File: config.mk
export PLATFORM = sky130hd
export DESIGN_NAME = fpadd_sched
export DESIGN_NICKNAME = d
export VERILOG_FILES = /design/src/rtl/fpadd_pkg.sv /design/src/rtl/rr_pick.sv /design/src/rtl/fpadd_sched.sv
export SDC_FILE = /design/constraint.sdc
export NUM_CORES = 1
export LEC_CHECK = 0
export CAP_MARGIN = 20
export CORE_AREA = 2 2 155 157
export DETAILED_ROUTE_END_ITERATION = 7
export DIE_AREA = 0 0 157 159
export PLACE_DENSITY_LB_ADDON = 0.12
export RECOVER_POWER = 100
export SYNTH_ARGS = -nofsm -noshare
export SYNTH_HDL_FRONTEND = slang
export SYNTH_HIERARCHICAL = 1
export SYNTH_SLANG_ARGS = --single-unit
File: constraint.sdc
create_clock -name clk -period 4.25 [get_ports clk]
set_input_delay 0.6375 -clock clk [delete_from_list [all_inputs] [get_ports clk]]
set_output_delay 0.6375 -clock clk [all_outputs]
set_load 0.01 [all_outputs]
File: src/rtl/fpadd_pkg.sv
// Shared constants and types for the fpadd round-robin scheduler.
package fpadd_pkg;
  localparam int FP_W = 32;
  localparam logic [FP_W-1:0] QNAN = 32'h7FC0_0000;
  localparam int PKG_ID_W = 2;

  typedef logic [PKG_ID_W-1:0] req_id_t;
  typedef enum logic [1:0] {IDLE, ISSUE, WAIT, RESP} state_t;
endpackage

File: src/rtl/rr_pick.sv
// Combinational round-robin selector: first set request after ptr, wrapping.
module rr_pick #(
  parameter int NREQ = 4,
  parameter int ID_W = 2
) (
  input  logic [NREQ-1:0] req,
  input  logic [ID_W-1:0] ptr,
  output logic [NREQ-1:0] grant,
  output logic [ID_W-1:0] idx,
  output logic            found
);
  logic [ID_W-1:0] cand;
  int              pos;

  // NOTE: every always_comb output gets a default before any branch, otherwise a latch is inferred.
  always_comb begin
    grant = '0;
    idx   = '0;
    found = 1'b0;
    cand  = '0;
    pos   = 0;
    for (int i = 1; i <= NREQ; i++) begin
      pos = int'(ptr) + i;
      if (pos >= NREQ) pos = pos - NREQ;
      cand = ID_W'(pos);
      if (!found && req[cand]) begin
        found       = 1'b1;
        idx         = cand;
        grant[cand] = 1'b1;
      end
    end
  end
endmodule

File: src/rtl/fpadd_sched.sv
// Round-robin scheduler sharing one start/done fpadd unit among NREQ clients.
// Optional build macro FPADD_TIMEOUT_EN: abort WAIT after TIMEOUT cycles with qNaN and res_err.
module fpadd_sched
  import fpadd_pkg::*;
#(
  parameter int NREQ    = 4,
  parameter int ID_W    = 2,
  parameter int SETTLE  = 2,
  parameter int TIMEOUT = 64
) (
  input  logic                 clk,
  input  logic                 reset,
  input  logic [NREQ-1:0]      req,
  input  logic [NREQ*FP_W-1:0] a_in,
  input  logic [NREQ*FP_W-1:0] b_in,
  output logic [NREQ-1:0]      gnt,
  output logic                 res_valid,
  output logic [ID_W-1:0]      res_id,
  output logic [FP_W-1:0]      res_sum,
  output logic                 res_err,
  output logic                 busy,
  output logic                 add_start,
  output logic [FP_W-1:0]      add_a,
  output logic [FP_W-1:0]      add_b,
  input  logic [FP_W-1:0]      add_sum,
  input  logic                 add_done
);
  // One counter serves both the settle window and the optional WAIT timeout.
  localparam int CNT_LIM = (TIMEOUT > SETTLE) ? TIMEOUT : SETTLE;
  localparam int CNT_W   = $clog2(CNT_LIM + 2);

  state_t           state, state_nxt;
  logic [ID_W-1:0]  ptr, cur_id, pick_idx;
  logic [NREQ-1:0]  pick_gnt;
  logic             pick_found;
  logic [CNT_W-1:0] cnt;
  logic             accept, tmo;
  logic [FP_W-1:0]  a_arr [NREQ];
  logic [FP_W-1:0]  b_arr [NREQ];

  for (genvar i = 0; i < NREQ; i++) begin : g_unpack
    assign a_arr[i] = a_in[FP_W*i +: FP_W];
    assign b_arr[i] = b_in[FP_W*i +: FP_W];
  end

  rr_pick #(.NREQ(NREQ), .ID_W(ID_W)) u_pick (
    .req   (req),
    .ptr   (ptr),
    .grant (pick_gnt),
    .idx   (pick_idx),
    .found (pick_found)
  );

  // Gated by reset so no grant is visible while the block is held in reset.
  assign gnt       = (state == IDLE && !reset) ? pick_gnt : '0;
  assign add_start = (state == ISSUE);
  assign res_valid = (state == RESP);
  assign busy      = (state != IDLE);

  // NOTE: sequential state uses non-blocking assignments so all registers update together at the edge.
  always_ff @(posedge clk or posedge reset) begin
    if (reset) state <= IDLE;
    else       state <= state_nxt;
  end

  always_comb begin
    state_nxt = state;
    accept    = 1'b0;
    tmo       = 1'b0;
    unique case (state)
      IDLE:  if (pick_found) state_nxt = ISSUE;
      ISSUE: state_nxt = WAIT;
      WAIT: begin
        accept = (cnt >= CNT_W'(SETTLE)) && add_done;
`ifdef FPADD_TIMEOUT_EN
        tmo = !accept && (cnt == CNT_W'(TIMEOUT - 1));
`endif
        if (accept || tmo) state_nxt = RESP;
      end
      RESP:    state_nxt = IDLE;
      default: state_nxt = IDLE;
    endcase
  end

`ifdef FPADD_TIMEOUT_EN
  logic err_q;
  assign res_err = err_q;
`else
  assign res_err = 1'b0;
`endif

  always_ff @(posedge clk or posedge reset) begin
    if (reset) begin
      ptr     <= ID_W'(NREQ - 1);
      cur_id  <= '0;
      add_a   <= '0;
      add_b   <= '0;
      res_id  <= '0;
      res_sum <= '0;
      cnt     <= '0;
`ifdef FPADD_TIMEOUT_EN
      err_q   <= 1'b0;
`endif
    end else begin
      if (state == IDLE && pick_found) begin
        add_a  <= a_arr[pick_idx];
        add_b  <= b_arr[pick_idx];
        cur_id <= pick_idx;
        ptr    <= pick_idx;
      end
      if (state == ISSUE)
        cnt <= '0;
      else if (state == WAIT && cnt != CNT_W'(CNT_LIM))
        cnt <= cnt + 1'b1;
      if (accept) begin
        res_sum <= add_sum;
        res_id  <= cur_id;
      end else if (tmo) begin
        res_sum <= QNAN;
        res_id  <= cur_id;
      end
`ifdef FPADD_TIMEOUT_EN
      if (accept || tmo) err_q <= tmo;
`endif
    end
  end
endmodule

==> qor.txt, run 1 <==
violated checks -> capacitance limit, slew limit
Avg Inst Size Synth -> 15.2 sq um
# IOs -> 401
remaining antenna violation count after routing -> 0
post-synth top area cell -> dfrtp_1
WP data arrival -> 3.32 ns
synthesized area -> 6510 sq um
Final Util -> 47.6%
Fmax -> 253 MHz
CP Max Fanout -> 17
detailed placement HPWL -> 19600 um
CTS tree -> yes
CP max-delay cell -> dfstp_2
synthesis-to-layout area growth -> 69.7%
Final #Nets -> 1132
type of the most critical hold path -> reg -> reg
vias -> 5440
period utilisation layout -> 93.0%
#FFs+latches synth -> 111
cts bufs inserted -> 9
Tmin final -> 3.95 ns
Die X -> 157 um
P_leak -> 4.37 nW
Synth Flop Type -> dfrtp_1
Cell Pwr Density -> 668 nW/um^2
top post-synthesis cells by area -> dfrtp_1 (42%), mux4_2 (22%), mux2_2 (12%), mux2_4 (6.9%), ha_1 (3.1%)
crit path cell chain -> inv_2, ha_1, mux2i_2, o21ai_1, a221o_1, and3_1, clkdlybuf4s50_1
Post-CTS Hold Buffers -> 0
layout cell share with drive strength beyond 1 -> 22.0%
aggregate global-route resource usage -> 19.5%
Slew Limit Fails -> 119
Sink Count -> 111
DR WL/cell -> 21.0 um
Final Wtd Congestion -> 0.837
RSZ-0062 raised after global routing -> no
die area -> 25000 sq um
Core Rows -> 56
largest net degree at the start of global routing -> 67
sequential fraction of the synthesis area -> 42.7%
Die Height -> 159 um
Unique masters post-synth -> 47
DRT iter0 DRCs -> 171
Fin. Hold Viols -> 0
clk_skew -> 0.0120 ns
initial antenna violation count -> 6
Startpoint Class -> flip-flop
max cap viols -> 3
clk root buf -> clkbuf_16
clock tree buffer depth -> 2
Worst Setup Path Type -> reg -> out
Initial Utilization -> 28.1%
actual slew at the worst max-slew pin -> 1.94 ns
gr ovfl total -> 0
Req. time, crit path -> 3.61 ns
# DRC -> 0
ys async rst share -> 100%
VDD IR max -> 0.288 mV
first-pass GRT wire length -> 36500 um
Pre-antenna DRT Iters -> 4
Post-synth EDFFs -> 0
status -> finished with violations
# Post-CTS Setup Buffers -> 0
htree depth -> 3
syn_nets -> 739
Vias/cell -> 4.73
# port buffers -> 399
final wirelength -> 24200 um
Setup TNS -> 0 ns
number of global-route vias before repair -> 6230
share of the synthesized area in the top cell type -> 41.9%
Mapped Cells -> 428
Setup crit end kind -> output port
endpoints failing setup -> 0
Worst-Skew Late Latency -> 0.36 ns
Slew Limit Headroom -> -29.9%
Warnings, synthesis -> 6
Crit path largest cell delay -> 0.75 ns
Core Region -> 23200 sq um
fill cell count -> 2064
clk slew on worst S/H paths -> 0.08 ns
CTS resizes -> 0
## Yosys cell counts (3+ instances only)
master / number
mux2_4: 30
a221o_1: 4
xor2_1: 4
o21ai_0: 4
ha_1: 16
nand2_1: 23
buf_2: 8
mux2i_1: 3
nand3_1: 5
inv_1: 9
dfrtp_1: 109
clkbuf_1: 11
mux4_2: 65
mux2_2: 70
o21ai_1: 5
buf_6: 6
nor2_1: 13
and3_1: 5
## worst paths after layout
| check | start | end | slack [ns] | cells past startpoint |
|---|---|---|---|---|
| setup / recovery | ptr[0] | gnt[3] | 0.30 | 7 |
| hold / removal | res_sum[17] | res_sum[17] | 0.49 | 1 |
| setup reg to reg | ptr[0] | add_a[19] | 0.52 | 8 |
| hold reg to reg | res_sum[17] | res_sum[17] | 0.49 | 1 |
| max in group asynchronous | reset | add_b[19] | 1.18 | 3 |
| min in group asynchronous | reset | res_sum[29] | 0.90 | 2 |
## metal layers
metal,up-vias,global-route usage [%],wire (um)
met5,-,0,24
met1,2688,19.8,8040
li1,2434,-,-
met4,4,6.92,654
met2,274,36.2,13000
met3,40,7.05,2430
## cell usage in the layout, fill, tap and decap left out, drive strengths merged, types with 3 or more instances in the layout
cell type      count
xor2               4
dlygate4sd3      103
inv               14
mux2             100
a211oi             3
ha                16
nand3              5
clkdlybuf4s50    296
mux4              65
buf                6
a21oi              3
nor2              15
diode              4
and3               5
dfrtp            109
mux2i              4
a221o              4
clkbuf            15
nand2             23
o21ai              9
## through the flow
step | total power [mW] | setup slack (ns) | std cells | hold WS (ns) | area (sq um)
6_report | 7.38 | 0.296 | 1149 | 0.485 | 11000
5_1_grt | 7.90 | 0.129 | 1148 | 0.506 | 11000
4_1_cts | 7.93 | 0.345 | 1145 | 0.491 | 11200
3_5_place_dp | 7.00 | 0.466 | 1129 | 0.471 | 10900
3_3_place_gp | 6.87 | 0.547 | 1129 | 0.467 | 10900
2_1_floorplan | 4.98 | 0.155 | 428 | 0.441 | 6510
## sequential cells by signal, summed over array words and instances, names as in the netlist
name     cells
add_a       32
add_b       32
res_sum     32
cnt          7
cur_id       2
ptr          2
res_id       2
state        2
## kinds of logic (layout without fill, tap and decap cells)
kind of cell / after synthesis / count (layout) / share of synthesized area, %
DFF: 111 / 111 / 42.7
xor gates and xnor gates: 5 / 5 / 0.673
adders and majority gates: 16 / 16 / 3.08
buffers and inverters: 39 / 437 / 3.21
AOI/OAI and AO/OA: 28 / 28 / 3.44
other: 1 / 5 / 0.0576
muxes: 169 / 169 / 42.3
and+or+nand+nor: 59 / 59 / 4.52
## worst max-delay path: cells and delay by family, from the launching register on
| kind | cells | cell delay [ns] |
|---|---|---|
| compound gates | 2 | 0.43 |
| fa+ha+maj | 1 | 0.52 |
| buf+inv | 2 | 0.62 |
| flops | 1 | 0.75 |
| mux | 1 | 0.46 |
| simple gates | 1 | 0.17 |
## layout make-up
cell class,instances,area (sq um),area share [%]
Clock inverter,7,81.3,0.736
Sequential cell,111,2780,25.2
Timing Repair Buffer,411,4090,37.0
Multi-Input combinational cell,278,3420,31.0
Tap cell,319,399,3.61
Clock buffer,9,225,2.04
Inverter,10,38.8,0.351
Antenna cell,4,10.0,0.0906
## where the power goes
| part | total (mW) | internal, mW | switching (mW) |
|---|---|---|---|
| logic | 4.58 | 2.66 | 1.92 |
| clock network | 0.885 | 0.424 | 0.461 |
| registers | 1.91 | 1.61 | 0.305 |
Note: power is estimated with default switching activity, not from simulation.
==> inputs of run 2 (changes only) <==
--- a/config.mk
+++ b/config.mk
@@ -6,9 +6,10 @@
 export NUM_CORES = 1
 export LEC_CHECK = 0
 export CAP_MARGIN = 20
-export CORE_AREA = 2 2 155 157
+export CORE_ASPECT_RATIO = 0.8
+export CORE_MARGIN = 1.5
+export CORE_UTILIZATION = 25
 export DETAILED_ROUTE_END_ITERATION = 7
-export DIE_AREA = 0 0 157 159
 export PLACE_DENSITY_LB_ADDON = 0.12
 export RECOVER_POWER = 100
 export SYNTH_ARGS = -nofsm -noshare
==> qor.txt, run 2 (synthesized netlist as in run 1, its figures left out) <==
status -> finished with violations
violated checks -> capacitance limit, slew limit
layout cell share with drive strength beyond 1 -> 21.0% (-1.1 points)
commonest cells after routing, fill and taps aside -> clkdlybuf4s50_1 (296), dfrtp_1 (109), dlygate4sd3_1 (103)
FF-to-FF Start -> ptr[0]
CP Depth -> 8 (+1)
largest net degree at the start of global routing -> 70 (+4.5%)
first-pass GRT wire length -> 34200 um (-6.4%)
Slew Limit Fails -> 105 (-12%)
reg2reg path depth -> 8 (unchanged)
crit path cell chain -> dlygate4sd3_1, or3b_1, o21ai_0, a21oi_1, o22ai_1, a221o_1, and3_1, clkdlybuf4s50_1
CTS resizes -> 0 (unchanged)
Tmin final -> 3.97 ns (+0.0169 ns)
placed cell area -> 10900 sq um (-0.23%)
Die X -> 183 um (+17%)
Top Family by Delay on Critical Path -> buffers and inverters
Vias/cell -> 4.53 (-4.3%)
busiest grt layer -> met2
clk root buf -> clkbuf_16
VDD IR max -> 0.481 mV (+67%)
Worst Hold End -> cur_id[0]
RSZ-0062 raised after global routing -> no
die area -> 27000 sq um (+8.3%)
WP data arrival -> 3.33 ns (about the same)
Cell Pwr Density -> 660 nW/um^2 (-1.1%)
Core Region -> 25400 sq um (+9.7%)
CP max-delay cell -> dlygate4sd3_1
Sink Count -> 111 (unchanged)
grt met3 use -> 6.47% (-0.58 points)
Die Height -> 147 um (-7.3%)
HP Start -> cur_id[0]
DRT iter0 DRCs -> 162 (-5.3%)
Crit path largest cell delay -> 0.74 ns (about the same)
Req. time, crit path -> 3.61 ns (about the same)
CP Max Fanout -> 10 (-7)
# port buffers -> 399 (unchanged)
Core Rows -> 52 (-7.1%)
# IOs -> 401 (unchanged)
fill cell count -> 2337 (+13%)
remaining antenna violation count after routing -> 0 (unchanged)
period utilisation layout -> 93.4% (+0.40 points)
vias -> 5308 (-2.4%)
clk_skew -> 0.0129 ns (+0.000867 ns)
met1 Use GR -> 17.8% (-2.0 points)
gr ovfl total -> 0 (unchanged)
actual slew at the worst max-slew pin -> 1.94 ns (+0.00306 ns)
CTS tree -> yes
RR Endpoint -> add_b[7]
Fin. Hold Viols -> 0 (unchanged)
Worst R2R Setup Slack -> 0.72 ns (+0.20 ns)
commonest non-fill, non-tap cell in the layout -> clkdlybuf4s50_1
aggregate global-route resource usage -> 16.8% (-2.7 points)
Post-Place Setup Slack -> 0.497 ns (+0.0311 ns)
endpoints failing setup -> 0 (unchanged)
Final #Nets -> 1126 (-0.53%)
cts bufs inserted -> 9 (unchanged)
# Post-CTS Setup Buffers -> 0 (unchanged)
Buf+Inv Stages, Crit Path -> 2 (unchanged)
final wirelength -> 22700 um (-6.2%)
clk slew on worst S/H paths -> 0.08 ns (about the same)
Setup TNS -> 0 ns (unchanged)
Startpoint Class -> primary input
max cap viols -> 2 (-1)
final worst setup slack -> 0.279 ns (-0.0169 ns)
Setup crit end kind -> output port
met2 Track Usage GR -> 31.5% (-4.7 points)
Worst-Skew Late Latency -> 0.36 ns (about the same)
Fmax -> 252 MHz (-0.43%)
initial antenna violation count -> 1 (-5)
Final Wtd Congestion -> 0.854 (+2.1%)
DR WL/cell -> 19.3 um (-8.0%)
Pre-antenna DRT Iters -> 4 (unchanged)
htree depth -> 3 (unchanged)
Initial Utilization -> 25.6% (-2.5 points)
Post-CTS Hold Buffers -> 0 (unchanged)
P_leak -> 4.35 nW (-0.45%)
number of global-route vias before repair -> 5828 (-6.5%)
Largest regs -> add_a (32), add_b (32), res_sum (32)
worst hold stages -> 2 (+1)
detailed placement HPWL -> 18100 um (-7.8%)
synthesis-to-layout area growth -> 69.4%
type of the most critical hold path -> reg -> reg
Worst Setup Path Type -> in -> out
Slew Limit Headroom -> -29.7% (+0.27 points)
post-route cell area -> 11000 sq um (-0.17%)
# DRC -> 0 (unchanged)
clock tree buffer depth -> 2 (unchanged)
-- run 2: cell types whose count changed in the layout (fill, tap and decap cells not counted), moves of 2 or more --
cell / change
buf_4: -3
inv_6: -2
mux2_2: -7
diode_2: -3
clkbuf_1: -4
clkinv_4: +3
mux2_1: +8
clkinv_8: -2
-- run 2: area by class of cell --
class                           count  area, sq um  share of cell area (%)
Inverter                           10         40.0                   0.363
Clock buffer                        9          225                    2.04
Clock inverter                      7         62.6                   0.567
Timing Repair Buffer              405         4060                    36.8
Sequential cell                   111         2780                    25.2
Multi-Input combinational cell    278         3420                    31.0
Tap cell                          351          439                    3.98
Antenna cell                        1         2.50                  0.0227
-- run 2: worst register-to-register path: stages, from the launching register on --
cell and delay [ns]:
dfstp_2 0.74, inv_2 0.15, nor4_1 0.27, a21oi_1 0.07, o22ai_1 0.46, o31a_2 0.27
clkbuf_2 0.54, mux4_2 0.60, mux2_2 0.28
-- run 2: worst max path at each step --
stage	from	end	slack [ns]
after floorplan	reset	gnt[0]	0.15
after global placement	req[2]	add_a[7]	0.57
after detailed placement	req[2]	add_b[30]	0.50
after CTS	ptr[0]	gnt[1]	0.35
after global routing	req[2]	gnt[2]	0.14
final	req[2]	gnt[3]	0.28
-- run 2: per-stage QoR --
stage	utilization (%)	power, mW	instances	hold slack, ns
finish	43.3	7.28	1172	0.481
global route	43.3	7.81	1171	0.503
CTS	43.8	7.80	1171	0.487
detailed placement	42.7	6.91	1155	0.467
global placement	42.7	6.83	1155	0.462
floorplan	-	4.98	428	0.441
-- run 2: where the power goes --
part	total, mW	leakage, nW	switching [mW]	internal [mW]
clock network	0.854	0.144	0.442	0.412
logic	4.52	2.88	1.88	2.64
registers	1.90	1.32	0.298	1.60
total	7.28	4.35	2.62	4.66
-- run 2: layer usage --
metal / up-vias / routed length (um) / part of all wire (%)
met4: 0 / 155 / 0.68
met1: 2663 / 8120 / 36
li1: 2415 / - / -
met5: - / 0 / 0
met3: 13 / 2040 / 9.0
met2: 217 / 12400 / 55
==> RTL edit 1: new RTL, settings of run 1 <==
`ID_W` is set to 2 in 2 places; all go to 3.
--- a/src/rtl/rr_pick.sv
+++ b/src/rtl/rr_pick.sv
@@ -3,3 +3,3 @@
   parameter int NREQ = 4,
-  parameter int ID_W = 2
+  parameter int ID_W = 3
 ) (
--- a/src/rtl/fpadd_sched.sv
+++ b/src/rtl/fpadd_sched.sv
@@ -6,3 +6,3 @@
   parameter int NREQ    = 4,
-  parameter int ID_W    = 2,
+  parameter int ID_W    = 3,
   parameter int SETTLE  = 2,
Ports: changed (resized res_id); port bits go from 401 to 402. No check against the original RTL was run, so the function may have changed too.
==> RTL edit 1 against run 1 <==
- highest routed layer is now met4
- combinational power rose by 19%
- hold slack got worse by 0.0030 ns
- the run still ends with max-capacitance violations, max-slew violations left
- largest power group unchanged
- design area rose by 5.0%
- sequential power barely moved
- area after synthesis rose by 4.2%
- sequential cell count rose by 2
- first-iteration DRC count rose by 67%
- setup slack got worse by 0.090 ns
- wire length rose by 2.0%
- power rose by 17%
==> RTL edit 1: results (changes against run 1) <==
stage	metric	value	unit	change
outcome	status	complete, but fails checks		
outcome	failing checks	max-capacitance violations, max-slew violations		
placement	DP Worst Slack	0.416	ns	-0.0498 ns
synth	largest cells by area after synthesis	dfrtp_1 41%, mux4_2 22%, mux2_2 12%		
routing	Top Layer Used	met4		
finish	Layout non-clock buf frac	35.8	%	-1.2 points
finish	share of post-route cells with drive strength above 1	22.8	%	+0.74 points
clocking	clock transition at the registers of the reported paths	0.06	ns	-0.02 ns
clocking	clock latency at the later pin of the worst-skew pair	0.42	ns	+0.06 ns
global_route	M2 GR Usage	36.9	%	+0.74 points
routing	Routed WL	24700	µm	+2.0%
routing	iteration count of the initial detailed-routing pass	6		+2
pwr	switching share of power	36.1	%	-0.31 points
timing	max-slew violation count	71		-40%
pwr	Leakage	4.59	nW	+5.1%
placement	placer congestion estimate	0.837		about the same
clocking	Num CTS Buffers	17		+8
run	Max Cap Viol	1		-2
synth	mux cell area share after synthesis	42.2	%	-0.14 points
finish	nets	1165		+2.9%
pwr	Worst VDD drop	0.377	mV	+31%
global_route	largest net degree at the start of global routing	71		+6.0%
timing	Worst Tran Pin Value	1.81	ns	-0.133 ns
synth	top post-synthesis cells by count	111 x dfrtp_1, 73 x mux2_2, 66 x mux4_2		
routing	met1 wire length	8620	µm	+7.3%
global_route	grt met1 use	21.1	%	+1.3 points
setup_path	kind of cell adding the most delay to the critical path	buffers and inverters		
finish	Multi-In Gates	288		+3.6%
synth	synthesized-area fraction occupied by adder cells	3.32	%	+0.24 points
global_route	met3 Use GR	7.62	%	+0.57 points
finish	Non-clock buffers	415		+0.97%
synth	XOR/XNOR share of the synthesized area	0.258	%	-0.41 points
global_route	total global routing track utilization	20.1	%	+0.61 points
routing	DR iter-0 viols	286		+67%
synth	Synth Cell Area	6780	µm²	+4.2%
finish	fraction of area in multi-input gates	31.0	%	about the same
RTL edit 1: changes by cell type after synthesis, sizes merged, moves of 4 or more:
cell   delta
nand3     +7
buf       +6
a221o     -4
inv       +7
nor2      -7
nand2     -8
RTL edit 1: power groups by stage:
stage | clock network [mW] | logic, mW | registers [mW]
detailed placement | 0 | 5.89 | 1.95
floorplan | 0 | 3.55 | 2.15
finish | 1.31 | 5.45 | 1.91
global route | 1.40 | 5.90 | 1.98
global placement | 0 | 5.83 | 1.93
CTS | 1.35 | 5.92 | 1.94
RTL edit 1: final timing paths:
kind | start | end | slack [ns] | cells after the start
setup / recovery | ptr[1] | gnt[3] | 0.21 | 8
hold / removal | res_sum[26] | res_sum[26] | 0.48 | 1
setup reg to reg | ptr[1] | add_a[11] | 0.65 | 8
hold reg to reg | res_sum[26] | res_sum[26] | 0.48 | 1
max in group asynchronous | reset | add_a[8] | 0.78 | 4
min in group asynchronous | reset | ptr[2] | 0.60 | 2
==> RTL edit 2: new RTL, config.mk and constraints of run 1 <==
Without the edit above. Make the reset (`reset`) synchronous in 2 clocked blocks.
--- a/src/rtl/fpadd_sched.sv
+++ b/src/rtl/fpadd_sched.sv
@@ -60,3 +60,3 @@
   // NOTE: sequential state uses non-blocking assignments so all registers update together at the edge.
-  always_ff @(posedge clk or posedge reset) begin
+  always_ff @(posedge clk) begin
     if (reset) state <= IDLE;
@@ -91,3 +91,3 @@
 
-  always_ff @(posedge clk or posedge reset) begin
+  always_ff @(posedge clk) begin
     if (reset) begin
Behaviour: differs if reset is asserted again (counterexample within 4 cycles, from zero or initial values and one cycle with reset high); with reset held inactive, the same outputs for 4 cycles.
==> RTL edit 2 against run 1 <==
- the flow still finishes with violations (max-capacitance violations, max-slew violations)
- design area decreased by 3.7%
- area after synthesis decreased by 6.5%
- critical path type is now in2out
- sequential cell count did not move
- wire length increased by 5.0%
- setup slack better by 0.087 ns
- die area unchanged
- core utilization down 1.8 points
- critical path depth up 1
- power is 27% lower
- sequential power fell by 27%
==> RTL edit 2: results (changes against run 1) <==
stage	metric	value	unit	change
synth	top post-synthesis cells by count	111 x dfxtp_1, 95 x nand2_1, 65 x mux4_2		
routing	Routed WL	25400	µm	+5.0%
synth	Netlist cell types	46		-2.1%
global_route	initial antenna violation count	3		-3
outcome	failing checks	max-capacitance violations, max-slew violations		
timing	Layout Skew	0.0124	ns	+0.000351 ns
setup_path	kind of cell adding the most delay to the critical path	buffers and inverters		
pwr	Worst VDD drop	0.292	mV	+1.3%
timing	max-slew violation count	35		-71%
global_route	met3 Use GR	6.07	%	-0.98 points
global_route	M2 GR Usage	33.8	%	-2.4 points
global_route	total global routing track utilization	19.8	%	+0.36 points
setup_path	Slowest-stage cell, CP	dlygate4sd3_1		
global_route	vias in the first global route	5734		-8.0%
setup_path	CP max FO	10		-7
placement	DP HPWL	20200	µm	+3.0%
synth	asr flop ratio synth	0	%	-100 points
finish	nets	1212		+7.1%
synth	synthesized net count	833		+13%
setup_path	CP arrival	3.23	ns	-0.09 ns
timing	slew margin rel.	-69.1	%	-39 points
synth	largest cells by area after synthesis	dfxtp_1 36%, mux4_2 24%, a22o_1 9.2%		
setup_path	slowest stage delay, CP	0.73	ns	-0.02 ns
run	Max Cap Viol	1		-2
synth	post-synthesis sequential area ratio	36.5	%	-6.2 points
finish	share of post-route cells with drive strength above 1	11.7	%	-10 points
global_route	first-pass GRT wire length	36700	µm	+0.57%
outcome	status	complete, but fails checks		
placement	placer congestion estimate	0.936		+12%
-- RTL edit 2: cell types whose count changed after synthesis, sizes merged, moves of 3 or more --
cell / run 1 / this run
a21oi: 3 / 11
a22o: 0 / 64
and2: 1 / 5
and3: 5 / 0
buf: 18 / 25
clkbuf: 11 / 19
dfrtp: 109 / 0
dfxtp: 0 / 111
mux2: 100 / 0
mux2i: 4 / 40
nand2: 23 / 95
nor2: 15 / 9
or3: 0 / 3
-- RTL edit 2: path summary, 6_finish.rpt --
check | start | end | depth (start not counted) | slack (ns)
worst min register to register | res_sum[25] | res_sum[25] | 2 | 0.45
worst max-delay path | req[2] | gnt[2] | 8 | 0.38
worst max register to register | state[0] | res_sum[5] | 6 | 0.91
worst min-delay path | res_sum[25] | res_sum[25] | 2 | 0.45
-- RTL edit 2: cell type report --
type | instances | area [µm²] | area share (%)
Multi-Input combinational cell | 355 | 3530 | 33.2
Clock inverter | 6 | 45.0 | 0.424
Tap cell | 319 | 399 | 3.75
Clock buffer | 10 | 229 | 2.15
Sequential cell | 111 | 2220 | 20.9
Timing Repair Buffer | 412 | 4150 | 39.0
Inverter | 12 | 45.0 | 0.424
Antenna cell | 3 | 7.51 | 0.0706
-- RTL edit 2: power groups by stage --
stage	logic, mW	clock network [mW]	registers (mW)
after floorplan	2.01	0	1.50
after global placement	3.23	0	1.43
after detailed placement	3.24	0	1.42
after CTS	3.24	0.870	1.41
after global routing	3.35	0.909	1.43
final	3.12	0.845	1.40
-- RTL edit 2: routing by layer --
metal | vias up | routed length [µm]
met3 | 25 | 2260
met1 | 2692 | 9970
met5 | - | 0
met4 | 0 | 503
met2 | 263 | 12700
li1 | 2738 | -
-- RTL edit 2: metrics by stage --
stage                     utilization (%)  cells  power [mW]  setup WS [ns]
after floorplan                         -    522        3.51           1.40
after global placement               44.6   1208        4.66          0.424
after detailed placement             44.6   1208        4.66          0.421
after CTS                            45.8   1224        5.52          0.626
after global routing                 45.8   1228        5.69          0.279
final                                45.8   1228        5.37          0.383
-- RTL edit 2: cell families (layout without fill, tap and decap cells) --
family / after synthesis / in the layout / share of synthesized area [%]
adders and majority gates: 16 / 16 / 3.29
DFF: 111 / 111 / 36.5
other: 1 / 4 / 0.0616
muxes: 105 / 105 / 30.8
xor gates and xnor gates: 2 / 2 / 0.288
buffers and inverters: 56 / 440 / 5.90
AOI/OAI and AO/OA: 103 / 103 / 14.0
and+or+nand+nor: 128 / 128 / 9.14
-- RTL edit 2: worst register-to-register path: cells and delay by family, from the launching register on --
family | cells | cell delay [ns]
buffers and inverters | 3 | 2.05
DFF | 1 | 0.35
adders and majority gates | 1 | 0.27
muxes | 1 | 0.27
AOI/OAI and AO/OA | 1 | 0.20
